<file path="src/rtl/ls_mem_ctrl_pkg.sv">
// Shared constants for the LS-stage load/store bus controller: access sizes,
// FSM state encoding, the default bus timeout and address-alignment helpers.
package ls_mem_ctrl_pkg;

  typedef logic [1:0] ls_size_t;

  localparam ls_size_t LS_SIZE_B = 2'b00;
  localparam ls_size_t LS_SIZE_H = 2'b01;
  localparam ls_size_t LS_SIZE_W = 2'b10;

  localparam logic [1:0] ST_IDLE = 2'd0;
  localparam logic [1:0] ST_REQ  = 2'd1;
  localparam logic [1:0] ST_DROP = 2'd2;
  localparam logic [1:0] ST_DONE = 2'd3;

  localparam int LS_TMO_DEFAULT = 1023;

  // Size code 11 is handled as a word everywhere.
  function automatic logic [1:0] align_lo(input ls_size_t size, input logic [1:0] lo);
    case (size)
      LS_SIZE_B: return lo;
      LS_SIZE_H: return {lo[1], 1'b0};
      default:   return 2'b00;
    endcase
  endfunction

  function automatic logic is_misaligned(input ls_size_t size, input logic [1:0] lo);
    return align_lo(size, lo) != lo;
  endfunction

endpackage

</file>
<file path="src/rtl/ls_mem_ctrl_if.sv">
// Data-memory req/ack bus between the LS controller (master) and memory (slave).
interface ls_mem_ctrl_if #(
  parameter int ADDR_W = 32,
  parameter int DATA_W = 32
);
  logic                  bus_req;
  logic                  bus_we;
  logic [ADDR_W-1:0]     bus_addr;
  logic [DATA_W-1:0]     bus_wdata;
  logic [DATA_W/8-1:0]   bus_wstrb;
  logic                  bus_ack;
  logic [DATA_W-1:0]     bus_rdata;

  modport master (
    output bus_req, bus_we, bus_addr, bus_wdata, bus_wstrb,
    input  bus_ack, bus_rdata
  );

  modport slave (
    input  bus_req, bus_we, bus_addr, bus_wdata, bus_wstrb,
    output bus_ack, bus_rdata
  );
endinterface

</file>
<file path="src/rtl/ls_mem_ctrl_data_align.sv">
// Combinational lane steering: store strobes/replicated data, and load lane
// extraction with sign or zero extension. 32-bit bus only.
module ls_data_align
  import ls_mem_ctrl_pkg::*;
(
  input  ls_size_t    st_size,
  input  logic [1:0]  st_lo,
  input  logic [31:0] st_data,
  output logic [3:0]  st_strb,
  output logic [31:0] st_lane,
  input  ls_size_t    ld_size,
  input  logic [1:0]  ld_lo,
  input  logic        ld_unsigned,
  input  logic [31:0] ld_raw,
  output logic [31:0] ld_fmt
);

  logic [7:0]  ld_byte;
  logic [15:0] ld_half;

  always_comb begin
    st_strb = 4'b1111;
    st_lane = st_data;
    case (st_size)
      LS_SIZE_B: begin
        st_strb = 4'b0001 << st_lo;
        st_lane = {4{st_data[7:0]}};
      end
      LS_SIZE_H: begin
        st_strb = st_lo[1] ? 4'b1100 : 4'b0011;
        st_lane = {2{st_data[15:0]}};
      end
      default: ;
    endcase
  end

  always_comb begin
    case (ld_lo)
      2'd0:    ld_byte = ld_raw[7:0];
      2'd1:    ld_byte = ld_raw[15:8];
      2'd2:    ld_byte = ld_raw[23:16];
      default: ld_byte = ld_raw[31:24];
    endcase
    ld_half = ld_lo[1] ? ld_raw[31:16] : ld_raw[15:0];
    ld_fmt  = ld_raw;
    case (ld_size)
      LS_SIZE_B: ld_fmt = {{24{~ld_unsigned & ld_byte[7]}}, ld_byte};
      LS_SIZE_H: ld_fmt = {{16{~ld_unsigned & ld_half[15]}}, ld_half};
      default:   ;
    endcase
  end

endmodule

</file>
<file path="src/rtl/ls_mem_ctrl.sv">
// LS-stage load/store bus controller: one req/ack access per LS instruction,
// stall request while outstanding. Optional feature macro: LS_MISALIGN_TRAP_EN.
//
//   state | meaning
//   IDLE  | waiting for an LS memory instruction
//   REQ   | bus_req asserted, waiting for bus_ack or timeout
//   DROP  | instruction flushed, waiting out the ack, data discarded
//   DONE  | result in ld_data, held while the LS stage is stalled
module ls_mem_ctrl
  import ls_mem_ctrl_pkg::*;
#(
  parameter int ADDR_W  = 32,
  parameter int DATA_W  = 32,
  parameter int TMO_CYC = LS_TMO_DEFAULT
) (
  input  logic              clk,
  input  logic              rst,
  input  logic              ls_valid,
  input  logic              ls_we,
  input  ls_size_t          ls_size,
  input  logic              ls_unsigned,
  input  logic [ADDR_W-1:0] ls_addr,
  input  logic [DATA_W-1:0] ls_wdata,
  input  logic              ls_stall,
  input  logic              ls_flush,
  ls_mem_ctrl_if.master     bus,
  output logic              stallreq_from_ls,
  output logic [DATA_W-1:0] ld_data,
  output logic              ls_fault,
  output logic              ls_misalign
);

  localparam int CNT_W = (TMO_CYC < 2) ? 1 : $clog2(TMO_CYC + 1);
  localparam logic [CNT_W-1:0] CNT_INIT = CNT_W'(TMO_CYC);

  logic [1:0]       state;
  logic [CNT_W-1:0] cnt;
  ls_size_t         size_q;
  logic             uns_q;
  logic             accept;
  logic             trap;
  logic             issue;
  logic [1:0]       lo_eff;
  logic [3:0]       st_strb;
  logic [31:0]      st_lane;
  logic [31:0]      ld_fmt;

  assign accept = (state == ST_IDLE) & ls_valid & ~ls_flush;
  assign lo_eff = align_lo(ls_size, ls_addr[1:0]);

`ifdef LS_MISALIGN_TRAP_EN
  assign trap = accept & is_misaligned(ls_size, ls_addr[1:0]);
`else
  assign trap = 1'b0;
`endif

  assign issue            = accept & ~trap;
  assign stallreq_from_ls = issue | (state == ST_REQ) | (state == ST_DROP);

  ls_data_align u_align (
    .st_size     (ls_size),
    .st_lo       (lo_eff),
    .st_data     (ls_wdata),
    .st_strb     (st_strb),
    .st_lane     (st_lane),
    .ld_size     (size_q),
    .ld_lo       (bus.bus_addr[1:0]),
    .ld_unsigned (uns_q),
    .ld_raw      (bus.bus_rdata),
    .ld_fmt      (ld_fmt)
  );

  always_ff @(posedge clk or negedge rst) begin
    if (!rst) begin
      state         <= ST_IDLE;
      cnt           <= '0;
      size_q        <= LS_SIZE_B;
      uns_q         <= 1'b0;
      ld_data       <= '0;
      ls_fault      <= 1'b0;
      ls_misalign   <= 1'b0;
      bus.bus_req   <= 1'b0;
      bus.bus_we    <= 1'b0;
      bus.bus_addr  <= '0;
      bus.bus_wdata <= '0;
      bus.bus_wstrb <= '0;
    end else begin
      ls_fault    <= 1'b0;
      ls_misalign <= 1'b0;
      case (state)
        ST_IDLE: begin
          if (issue) begin
            state         <= ST_REQ;
            cnt           <= CNT_INIT;
            size_q        <= ls_size;
            uns_q         <= ls_unsigned;
            bus.bus_req   <= 1'b1;
            bus.bus_we    <= ls_we;
            bus.bus_addr  <= {ls_addr[ADDR_W-1:2], lo_eff};
            bus.bus_wdata <= st_lane;
            bus.bus_wstrb <= ls_we ? st_strb : 4'b0000;
          end else if (trap) begin
            state       <= ST_DONE;
            ls_misalign <= 1'b1;
            ld_data     <= '0;
          end
        end
        ST_REQ: begin
          if (bus.bus_ack) begin
            bus.bus_req <= 1'b0;
            if (ls_flush) begin
              state <= ST_IDLE;
            end else begin
              state <= ST_DONE;
              if (!bus.bus_we) ld_data <= ld_fmt;
            end
          end else if (cnt == '0) begin
            // A killed instruction that also times out reports no fault.
            bus.bus_req <= 1'b0;
            if (ls_flush) begin
              state <= ST_IDLE;
            end else begin
              state    <= ST_DONE;
              ls_fault <= 1'b1;
              ld_data  <= '0;
            end
          end else begin
            cnt <= cnt - 1'b1;
            if (ls_flush) state <= ST_DROP;
          end
        end
        ST_DROP: begin
          if (bus.bus_ack) begin
            bus.bus_req <= 1'b0;
            state       <= ST_IDLE;
          end
        end
        default: begin
          if (!ls_stall || ls_flush) state <= ST_IDLE;
        end
      endcase
    end
  end

endmodule
</file>
<file path="src/flat_wrapper.sv">
// flat-port wrapper written by rule: the top's interface ports become plain ports
module ls_mem_ctrl_flat import ls_mem_ctrl_pkg::*;
#(
  parameter int ADDR_W  = 32,
  parameter int DATA_W  = 32,
  parameter int TMO_CYC = LS_TMO_DEFAULT
)
  (clk, rst, ls_valid, ls_we, ls_size, ls_unsigned, ls_addr, ls_wdata, ls_stall, ls_flush, stallreq_from_ls, ld_data, ls_fault, ls_misalign, bus_bus_req, bus_bus_we, bus_bus_addr, bus_bus_wdata, bus_bus_wstrb, bus_bus_ack, bus_bus_rdata);
  ls_mem_ctrl_if #(.ADDR_W(ADDR_W), .DATA_W(DATA_W)) bus_i ();
  input  logic clk;
  input  logic rst;
  input  logic ls_valid;
  input  logic ls_we;
  input  ls_size_t ls_size;
  input  logic ls_unsigned;
  input  logic [ADDR_W-1:0] ls_addr;
  input  logic [DATA_W-1:0] ls_wdata;
  input  logic ls_stall;
  input  logic ls_flush;
  output logic stallreq_from_ls;
  output logic [DATA_W-1:0] ld_data;
  output logic ls_fault;
  output logic ls_misalign;
  output wire logic [$bits(bus_i.bus_req)-1:0] bus_bus_req;
  output wire logic [$bits(bus_i.bus_we)-1:0] bus_bus_we;
  output wire logic [$bits(bus_i.bus_addr)-1:0] bus_bus_addr;
  output wire logic [$bits(bus_i.bus_wdata)-1:0] bus_bus_wdata;
  output wire logic [$bits(bus_i.bus_wstrb)-1:0] bus_bus_wstrb;
  input wire logic [$bits(bus_i.bus_ack)-1:0] bus_bus_ack;
  input wire logic [$bits(bus_i.bus_rdata)-1:0] bus_bus_rdata;
  assign bus_bus_req = bus_i.bus_req;
  assign bus_bus_we = bus_i.bus_we;
  assign bus_bus_addr = bus_i.bus_addr;
  assign bus_bus_wdata = bus_i.bus_wdata;
  assign bus_bus_wstrb = bus_i.bus_wstrb;
  assign bus_i.bus_ack = bus_bus_ack;
  assign bus_i.bus_rdata = bus_bus_rdata;
  ls_mem_ctrl #(.ADDR_W(ADDR_W), .DATA_W(DATA_W), .TMO_CYC(TMO_CYC)) u_core (.clk(clk), .rst(rst), .ls_valid(ls_valid), .ls_we(ls_we), .ls_size(ls_size), .ls_unsigned(ls_unsigned), .ls_addr(ls_addr), .ls_wdata(ls_wdata), .ls_stall(ls_stall), .ls_flush(ls_flush), .bus(bus_i), .stallreq_from_ls(stallreq_from_ls), .ld_data(ld_data), .ls_fault(ls_fault), .ls_misalign(ls_misalign));
endmodule
</file>
<file path="config.mk">
export PLATFORM = sky130hd
export DESIGN_NAME = ls_mem_ctrl_flat
export DESIGN_NICKNAME = d
export VERILOG_FILES = /design/src/rtl/ls_mem_ctrl_pkg.sv /design/src/rtl/ls_mem_ctrl_if.sv /design/src/rtl/ls_mem_ctrl_data_align.sv /design/src/rtl/ls_mem_ctrl.sv /design/src/flat_wrapper.sv
export SDC_FILE = /design/constraint.sdc
export NUM_CORES = 1
export LEC_CHECK = 0
export ABC_AREA = 0
export CAP_MARGIN = 10
export CORE_UTILIZATION = 48
export CTS_CLUSTER_DIAMETER = 200
export DETAILED_ROUTE_END_ITERATION = 12
export PLACE_DENSITY_LB_ADDON = 0.3
export SLEW_MARGIN = 20
export SYNTH_ARGS = -nofsm -noshare
export SYNTH_HDL_FRONTEND = slang
export SYNTH_SLANG_ARGS = --single-unit
</file>
<file path="constraint.sdc">
create_clock -name clk -period 3.6 [get_ports clk]
set_input_delay 0.72 -clock clk [delete_from_list [all_inputs] [get_ports clk]]
set_output_delay 0.72 -clock clk [all_outputs]
set_load 0.05 [all_outputs]
</file>
==> results by group, run 1 <==
Setup path
  – Crit path largest cell delay: 0.94 ns
  – Critical-path cell with the highest stage delay: clkdlybuf4s50_1
  – Critical path class: reg -> out
  – Worst Path Arrival: 2.17 ns
  – Worst path required time: 2.88 ns
  – Worst-path cell chain: clkdlybuf4s50_1
  – Worst path buffer plus inverter count: 1
  – CP Capture Type: output port
  – Worst setup SP type: flip-flop
  – Delay-heaviest family, CP: buffers and inverters
  – CP max FO: 20
  – R2R setup slack: 0.83 ns

Timing
  – Final Slew Violations: 0
  – Final hold vios: 0
  – Slew HR: 0.2919
  – Setup ws final: 0.7083 ns
  – Final cycle utilization of the critical path: 0.8032
  – Setup violators final: 0
  – Setup TNS: 0 ns
  – Worst-Margin Slew: 1.057 ns
  – Worst hold slack: 0.4165 ns
  – Max Fclk: 345.8 MHz
  – Minimum clock period: 2.892 ns
  – RSZ-0062 raised after global routing: no
  – Worst Clk Skew: 0.008096 ns

Run
  – MaxCap Viol Count: 0

Pwr
  – Leak Pwr: 3.927 nW
  – Total power draw: 8.819 mW
  – Pwr dens: 1042 mW/mm2
  – VDD IR max: 0.0006327 V

Detailed routing
  – Drt initial violations: 276
  – Routed WL: 16.43 mm
  – Remaining DRCs: 0
  – Antenna viol nets, final: 0
  – Vias per Instance: 5.507
  – Initial DRT Pass Iterations: 5
  – WL per Instance: 17.86 um
  – Routed vias: 5066

Global route
  – Vias in the first global route: 5210
  – Initial antenna violation count: 0
  – GRT overflow: 0
  – Total GRT Usage: 0.2823
  – First-pass GRT wire length: 25.85 mm
  – Largest net degree at the start of global routing: 103

CTS
  – CTS Buf Count: 17
  – Cts hold-fix bufs: 0
  – CTS sink cnt: 118
  – H-tree lvl count: 4
  – CTS Buffer Depth: 2
  – CTS tree: built
  – Clk root buf: clkbuf_16
  – Post-cts resize count: 0
  – Post-CTS Setup Inserts: 0
  – Reg clk slew, reported paths: 0.05 ns
  – Clk Latency, worst-skew pair: 0.41 ns

Finish
  – ANT cells: 0
  – Synth-to-Final Area Change: 50.68%
  – # nets final: 875
  – Commonest non-fill, non-tap cell in the layout: clkdlybuf4s50_1
  – Share of cells above drive strength 1: 0.07593
  – Commonest non-fill, non-tap cells in the layout: 207 x clkdlybuf4s50_1, 159 x nand2_1, 118 x dfrtp_1

Synth
  – Synth unique cells: 57
  – Asr flop ratio synth: 1.000
  – Top_reg_cell synth: dfrtp_1
  – Cells after synthesis: 564
  – Synthesized area: 0.005619 mm2
  – Syn_area_per_cell: 9.963 um2
  – Post-synth net total: 675
  – Synth warn: 0
  – Post-synth EDFFs: 0
  – Seq/Total Area, Yosys: 0.5255
  – #FFs+latches synth: 118

Place
  – RePlAce Congestion: 0.8457
  – DP Worst Slack: 0.6343 ns
  – Port Buf Inserts: 209
  – Dpl hpwl: 11.37 mm

Die
  – IO Count: 211
  – Core Rows: 39
  – DIE HEIGHT: 110.2 um
  – Die Width: 110.2 um
  – Die ar.: 0.01214 mm2
  – Core ar.: 0.01142 mm2
  – Starting Density: 0.4921

Run status
  – Status: finished clean

Hold path
  – HP Class: in -> async
stage by stage:
stage	utilization	area, um2	cells
floorplan	-	5619	564
global placement	0.6840	7810	888
detailed placement	0.6840	7810	888
global route	0.7415	8467	920
finish	0.7415	8467	920
CTS	0.7415	8467	920
cells by family (layout without fill, tap and decap cells):
| kind of cell | Yosys count | in the layout | synth area share |
|---|---|---|---|
| adders and majority gates | 5 | 5 | 0.01113 |
| DFF | 118 | 118 | 0.5255 |
| buffers and inverters | 54 | 267 | 0.04142 |
| AOI/OAI and AO/OA | 115 | 115 | 0.1494 |
| other | 1 | 1 | 0.0006674 |
| and+or+nand+nor | 217 | 217 | 0.1726 |
| muxes | 54 | 54 | 0.09931 |
cell usage after synthesis (3+ instances only):
cell,number,area (um2)
ha_1,5,62.56
clkbuf_1,24,90.09
a21o_1,8,60.06
a221o_1,23,230.2
o21ai_0,36,180.2
nor2b_1,9,56.30
nor2_1,15,56.30
nand2b_1,5,31.28
and2_1,3,18.77
dfrtp_1,118,2953
buf_2,9,45.04
inv_1,18,67.56
nand2_1,159,596.8
a21oi_1,10,50.05
o211ai_1,5,37.54
nand3_1,3,15.01
nor3b_1,6,45.04
mux2i_1,49,490.5
o31ai_1,5,37.54
o221ai_1,8,70.07
flip-flops by register name, indices dropped and copies added (netlist names):
name                  flops
u_core.bus.bus_addr      32
u_core.bus.bus_req        1
u_core.bus.bus_wdata     32
u_core.bus.bus_we         1
u_core.bus.bus_wstrb      4
u_core.cnt               10
u_core.ld_data           32
u_core.ls_fault           1
u_core.size_q             2
u_core.state              2
u_core.uns_q              1
layout make-up:
cell class                 count  area (um2)
fill                         792        2952
sequential                   118        2953
timing repair buffer         217        2172
clock buffer                  20       456.7
multi-input combinational    392        2439
tap                          143       178.9
inverter                      18       67.56
clock inverter                12       200.2
power breakdown:
part | leakage (nW) | internal [mW] | switching, mW | total, mW
registers | 1.45 | 1.93 | 0.445 | 2.38
logic | 2.16 | 1.59 | 2.98 | 4.56
clock network | 0.312 | 1.26 | 0.612 | 1.88
total | 3.93 | 4.78 | 4.04 | 8.82
metal layers:
layer	part of all wire	vias up	track usage
li1	-	2360	-
met1	0.37	2425	0.3177
met2	0.50	251	0.4710
met3	0.11	30	0.1146
met4	0.025	0	0.1259
met5	0	-	0
final timing paths:
path / from / end / cells past startpoint
max: u_core.bus.bus_addr[1] / bus_bus_addr[1] / 1
min: rst / u_core.state[0] / 1
max reg2reg: u_core.state[1] / u_core.ld_data[28] / 6
min reg2reg: u_core.bus.bus_addr[28] / u_core.bus.bus_addr[28] / 2
max in group asynchronous: rst / u_core.ld_data[24] / 2
min in group clk: u_core.bus.bus_addr[28] / u_core.bus.bus_addr[28] / 2
Note: power is estimated with default switching activity, not from simulation.
==> inputs of run 2 (changes only) <==
Settings changed: CORE_UTILIZATION 48 to 45.
Clock period 3.6 ns to 3 ns, I/O delays scaled along.
==> run 2 against run 1 <==
Sequential share of layout area decreased by 0.28 points. Flip-flop and latch count did not move. First-iteration DRC count down 2.2%. Largest power group unchanged. Global-route usage fell by 1.5 points. Cell count grew 3.2%. Core utilization down 3.7 points. Clock-buffer cell count up 2. Total power is 20% higher. Register-to-register slack worse by 0.15 ns. Worst hold slack lost 0.18 ns. Critical path depth grew 3.
==> results by group, run 2 (synthesis gave the netlist of run 1 again) <==
Die
  – IO Count: 211 (unchanged)
  – Starting Density: 0.4639 (-0.02816)
  – DIE HEIGHT: 113.7 um (+3.2%)
  – Core Rows: 40 (+2.6%)
  – Die Width: 113.7 um (+3.2%)
  – Core ar.: 0.01211 mm2 (+6.1%)
  – Die ar.: 0.01294 mm2 (+6.5%)

Detailed routing
  – Antenna viol nets, final: 0 (unchanged)
  – WL per Instance: 17.22 um (-3.6%)
  – Vias per Instance: 5.275 (-4.2%)
  – Routed vias: 5006 (-1.2%)
  – Drt initial violations: 270 (-2.2%)
  – Remaining DRCs: 0 (unchanged)
  – Routed WL: 16.34 mm (-0.54%)
  – Initial DRT Pass Iterations: 4 (-1)

Finish
  – Final core occ: 0.7048 (-0.03676)
  – Commonest non-fill, non-tap cells in the layout: 207 x clkdlybuf4s50_1, 159 x nand2_1, 118 x dfrtp_1
  – Largest registers: u_core.bus.bus_addr x32, u_core.bus.bus_wdata x32, u_core.ld_data x32
  – Filler cells: 916 (+16%)
  – Share of cells above drive strength 1: 0.07810 (+0.002172)
  – Commonest non-fill, non-tap cell in the layout: clkdlybuf4s50_1
  – Synth-to-Final Area Change: 51.90%
  – # nets final: 879 (+0.46%)
  – ANT cells: 0 (unchanged)
  – Post-route cell area: 0.008536 mm2 (+0.81%)

Setup path
  – Worst setup SP type: input port
  – Reg2reg start: u_core.state[1]
  – CP Capture Type: output port
  – CP max FO: 8 (-60%)
  – Origin of the worst setup path: ls_flush
  – Worst path required time: 2.40 ns (-0.48 ns)
  – Worst r2r path cells: 6 (unchanged)
  – Worst r2r dst: u_core.ld_data[27]
  – R2R setup slack: 0.68 ns (-0.15 ns)
  – Worst Path Arrival: 1.92 ns (-0.25 ns)
  – Critical path class: in -> out

Global route
  – Initial antenna violation count: 0 (unchanged)
  – Total GRT Usage: 0.2672 (-0.01509)
  – GRT overflow: 0 (unchanged)
  – Largest net degree at the start of global routing: 102 (-0.97%)
  – First-pass GRT wire length: 26.32 mm (+1.8%)
  – Vias in the first global route: 5257 (+0.90%)

Place
  – RePlAce Congestion: 0.8449 (about the same)
  – Port Buf Inserts: 209 (unchanged)
  – Dpl hpwl: 11.66 mm (+2.5%)
  – Dpl cell area: 0.007896 mm2 (+1.1%)

Timing
  – Worst-Margin Slew: 1.051 ns (-0.006914 ns)
  – Setup TNS: 0 ns (unchanged)
  – Max Fclk: 397.4 MHz
  – Setup violators final: 0 (unchanged)
  – Final Slew Violations: 0 (unchanged)
  – RSZ-0062 raised after global routing: no
  – Minimum clock period: 2.516 ns
  – Final cycle utilization of the critical path: 0.8387
  – Final hold vios: 0 (unchanged)
  – Worst Clk Skew: 0.005452 ns (-0.002644 ns)
  – Slew HR: 0.2966 (+0.004629)

CTS
  – Clk Latency, worst-skew pair: 0.42 ns (about the same)
  – Post-cts resize count: 0 (unchanged)
  – Post-CTS Setup Inserts: 0 (unchanged)
  – Reg clk slew, reported paths: 0.05 ns (about the same)
  – CTS tree: built
  – CTS Buf Count: 17 (unchanged)
  – Clk root buf: clkbuf_16
  – CTS sink cnt: 118 (unchanged)
  – CTS Buffer Depth: 2 (unchanged)
  – Cts hold-fix bufs: 0 (unchanged)
  – H-tree lvl count: 4 (unchanged)

Hold path
  – HP Class: in -> async

Pwr
  – Leak Pwr: 3.964 nW (+0.95%)
  – VDD IR max: 0.0008868 V (+40%)
  – Pwr dens: 1239 mW/mm2 (+19%)

Run status
  – Status: finished clean

Run
  – MaxCap Viol Count: 0 (unchanged)
[run 2: area by class of cell]
class,count,area (um2),area share
multi-input combinational,392,2439,0.2857
timing repair buffer,221,2227,0.2609
clock buffer,22,464.2,0.05438
inverter,18,67.56,0.007916
sequential,118,2953,0.3459
clock inverter,10,175.2,0.02052
tap,168,210.2,0.02463
[run 2: metrics by stage]
stage | hold WS [ns] | std cells | power [mW] | setup WS, ns
after floorplan | 0.3044 | 564 | 6.364 | 0.5512
after global placement | 0.4570 | 917 | 8.243 | 0.3346
after detailed placement | 0.4614 | 917 | 8.371 | 0.1373
after CTS | 0.2695 | 949 | 10.63 | 0.4974
after global routing | 0.2966 | 949 | 11.07 | 0.3946
final | 0.2409 | 949 | 10.57 | 0.4839
[run 2: how the worst max path moves through the flow]
stage / endpoint / cells after the start
floorplan: stallreq_from_ls / 5
global placement: u_core.ld_data[21] / 5
detailed placement: u_core.ld_data[24] / 5
CTS: stallreq_from_ls / 4
global route: stallreq_from_ls / 4
finish: stallreq_from_ls / 4
[run 2: layer usage]
metal  vias to the layer above  track usage  routed length, um
li1                       2375            -                  -
met3                        29       0.1020               1433
met2                       191       0.4431               7897
met5                         -            0                  0
met4                         0       0.1096                367
met1                      2411       0.3113               6640
[run 2: power by group]
group / internal, mW / leakage (nW) / switching [mW] / total (mW)
sequential: 2.32 / 1.45 / 0.509 / 2.83
clock: 1.51 / 0.318 / 0.698 / 2.21
combinational: 1.92 / 2.19 / 3.61 / 5.54
[run 2: worst max-delay path: stages]
cell and delay (ns):
clkdlybuf4s50_1 0.54, nand3b_1 0.41, nand2_1 0.21, buf_12 0.15
==> inputs of run 3 (changes only) <==
Settings changed: CORE_UTILIZATION 45 to 40.
Clock period 3 ns to 2.3 ns, I/O delays scaled along.
==> run 3 against run 2 <==
Setup slack worse by 0.40 ns. Final area is 1.6% higher. Global-route usage fell by 2.6 points. Combinational power grew 33%. Routed wire length rose by 2.8%. Cell count increased by 2.5%. Non-clock buffer count is 17 higher. Core utilization fell by 6.0 points. Clock skew rose by 0.0012 ns. Total power up 30%. Register-to-register slack lost 0.56 ns. Clock power increased by 22%.
==> results by group, run 3 (synthesis gave the netlist of run 1 again) <==
Run status
  – Status: finished clean

Finish
  – Share of cells above drive strength 1: 0.1004 (+0.02227)
  – Post-route cell area: 0.008672 mm2 (+1.6%)
  – Commonest non-fill, non-tap cells in the layout: 206 x clkdlybuf4s50_1, 159 x nand2_1, 118 x dfrtp_1
  – Synth-to-Final Area Change: 54.33%
  – ANT cells: 0 (unchanged)
  – Final core occ: 0.6446 (-0.06013)
  – Largest registers: u_core.bus.bus_addr x32, u_core.bus.bus_wdata x32, u_core.ld_data x32
  – Commonest non-fill, non-tap cell in the layout: clkdlybuf4s50_1
  – # nets final: 896 (+1.9%)

Pwr
  – Total power draw: 13.74 mW (+30%)
  – VDD IR max: 0.0009383 V (+5.8%)
  – Pwr dens: 1584 mW/mm2 (+28%)
  – Leak Pwr: 4.025 nW (+1.5%)

Setup path
  – CP Depth: 1 (-3)
  – Worst path required time: 1.84 ns (-0.56 ns)
  – Critical path class: reg -> out
  – Worst r2r path cells: 7 (+1)
  – Crit path largest cell delay: 0.86 ns (+0.32 ns)
  – Worst setup SP type: flip-flop
  – Worst Path Arrival: 1.76 ns (-0.16 ns)
  – Delay-heaviest family, CP: buffers and inverters
  – CP max FO: 4 (-4)
  – Critical-path cell with the highest stage delay: clkdlybuf4s50_1
  – CP Capture Type: output port
  – Worst-path cell chain: clkdlybuf4s50_1
  – Worst path buffer plus inverter count: 1 (-1)

Timing
  – Final Slew Violations: 0 (unchanged)
  – Final hold vios: 0 (unchanged)
  – Setup violators final: 0 (unchanged)
  – Final cycle utilization of the critical path: 0.9654
  – Worst-Margin Slew: 0.7140 ns (-0.3366 ns)
  – Max Fclk: 450.4 MHz
  – RSZ-0062 raised after global routing: no
  – Slew HR: 0.5240 (+0.2275)
  – Minimum clock period: 2.220 ns
  – Worst Clk Skew: 0.006603 ns (+0.001151 ns)

Detailed routing
  – Drt initial violations: 279 (+3.3%)
  – Routed WL: 16.80 mm (+2.8%)
  – Vias per Instance: 5.205 (-1.3%)
  – WL per Instance: 17.27 um (+0.31%)
  – Remaining DRCs: 0 (unchanged)
  – Routed vias: 5064 (+1.2%)
  – Antenna viol nets, final: 0 (unchanged)
  – Initial DRT Pass Iterations: 4 (unchanged)

CTS
  – CTS Buf Count: 17 (unchanged)
  – CTS tree: built
  – CTS Buffer Depth: 2 (unchanged)
  – Reg clk slew, reported paths: 0.05 ns (about the same)
  – Clk Latency, worst-skew pair: 0.42 ns (about the same)
  – Clk root buf: clkbuf_16
  – CTS sink cnt: 118 (unchanged)
  – H-tree lvl count: 4 (unchanged)

Die
  – Starting Density: 0.4177 (-0.04626)
  – DIE HEIGHT: 120.5 um (+6.0%)
  – Core Rows: 42 (+5.0%)
  – IO Count: 211 (unchanged)
  – Die ar.: 0.01453 mm2 (+12%)
  – Die Width: 120.5 um (+6.0%)
  – Core ar.: 0.01345 mm2 (+11%)

Global route
  – Met3 usage: 0.09575 (-0.006264)
  – Vias in the first global route: 5337 (+1.5%)
  – GR Util met1: 0.2747 (-0.03668)
  – Gr busiest metal: met2
  – Met2 Usage GRT: 0.4023 (-0.04079)
  – GRT overflow: 0 (unchanged)
  – Largest net degree at the start of global routing: 62 (-39%)
  – First-pass GRT wire length: 26.86 mm (+2.1%)
  – Initial antenna violation count: 0 (unchanged)
  – Total GRT Usage: 0.2408 (-0.02641)

Run
  – MaxCap Viol Count: 0 (unchanged)

Place
  – Dpl cell area: 0.008049 mm2 (+1.9%)
  – RePlAce Congestion: 0.8088 (-4.3%)
  – Dpl hpwl: 12.10 mm (+3.8%)
  – Port Buf Inserts: 209 (unchanged)

Hold path
  – HP Class: in -> async
run 3: cell count changes in the layout (fill, tap and decap cells not counted), moves of 2 or more:
cell and change:
buf_12 +2, buf_4 +16, bufinv_16 -2, clkinv_2 -3
clkinvlp_4 +3
run 3: path summary, 6_finish.rpt:
kind                                          from                       to  slack, ns
min in group clk           u_core.bus.bus_addr[22]  u_core.bus.bus_addr[22]       0.47
max reg2reg                          u_core.cnt[0]       u_core.ld_data[14]       0.12
min reg2reg                u_core.bus.bus_addr[22]  u_core.bus.bus_addr[22]       0.47
max in group asynchronous                      rst  u_core.bus.bus_addr[16]       1.55
min                                            rst            u_core.cnt[7]       0.09
max                         u_core.bus.bus_addr[0]          bus_bus_addr[0]       0.08
run 3: final cells by class:
| class | count | area, um2 |
|---|---|---|
| fill | 1111 | 4781 |
| sequential | 118 | 2953 |
| multi-input combinational | 392 | 2454 |
| timing repair buffer | 238 | 2377 |
| clock buffer | 23 | 478.0 |
| tap | 176 | 220.2 |
| clock inverter | 8 | 122.6 |
| inverter | 18 | 67.56 |
run 3: metrics by stage:
stage	std cells	hold WS, ns	setup TNS, ns	setup WS [ns]
after floorplan	564	0.1644	0	0.06769
after global placement	941	0.4573	-1.734	-0.1100
after detailed placement	941	0.4618	-3.776	-0.2195
after CTS	973	0.1149	0	0.07879
after global routing	973	0.1347	0	0.01923
final	973	0.09275	0	0.07967
run 3: repair_timing:
action | 4_1_cts | 5_1_grt
buffers inserted | 1 | 0
setup endpoints to repair | 1 | 8
hold buffers | 0 | 0
pin swaps | 1 | 0
cloned | 0 | 0
resized for setup | 0 | 3
run 3: power by group:
part | total (mW) | internal (mW) | switching (mW)
Clock | 2.69 | 1.78 | 0.916
Combinational | 7.38 | 2.60 | 4.78
Sequential | 3.66 | 3.03 | 0.633
run 3: layer usage:
metal  up-vias  share of wire
li1       2401              -
met5         -              0
met1      2459           0.40
met2       178           0.49
met4         0          0.022
met3        26          0.089
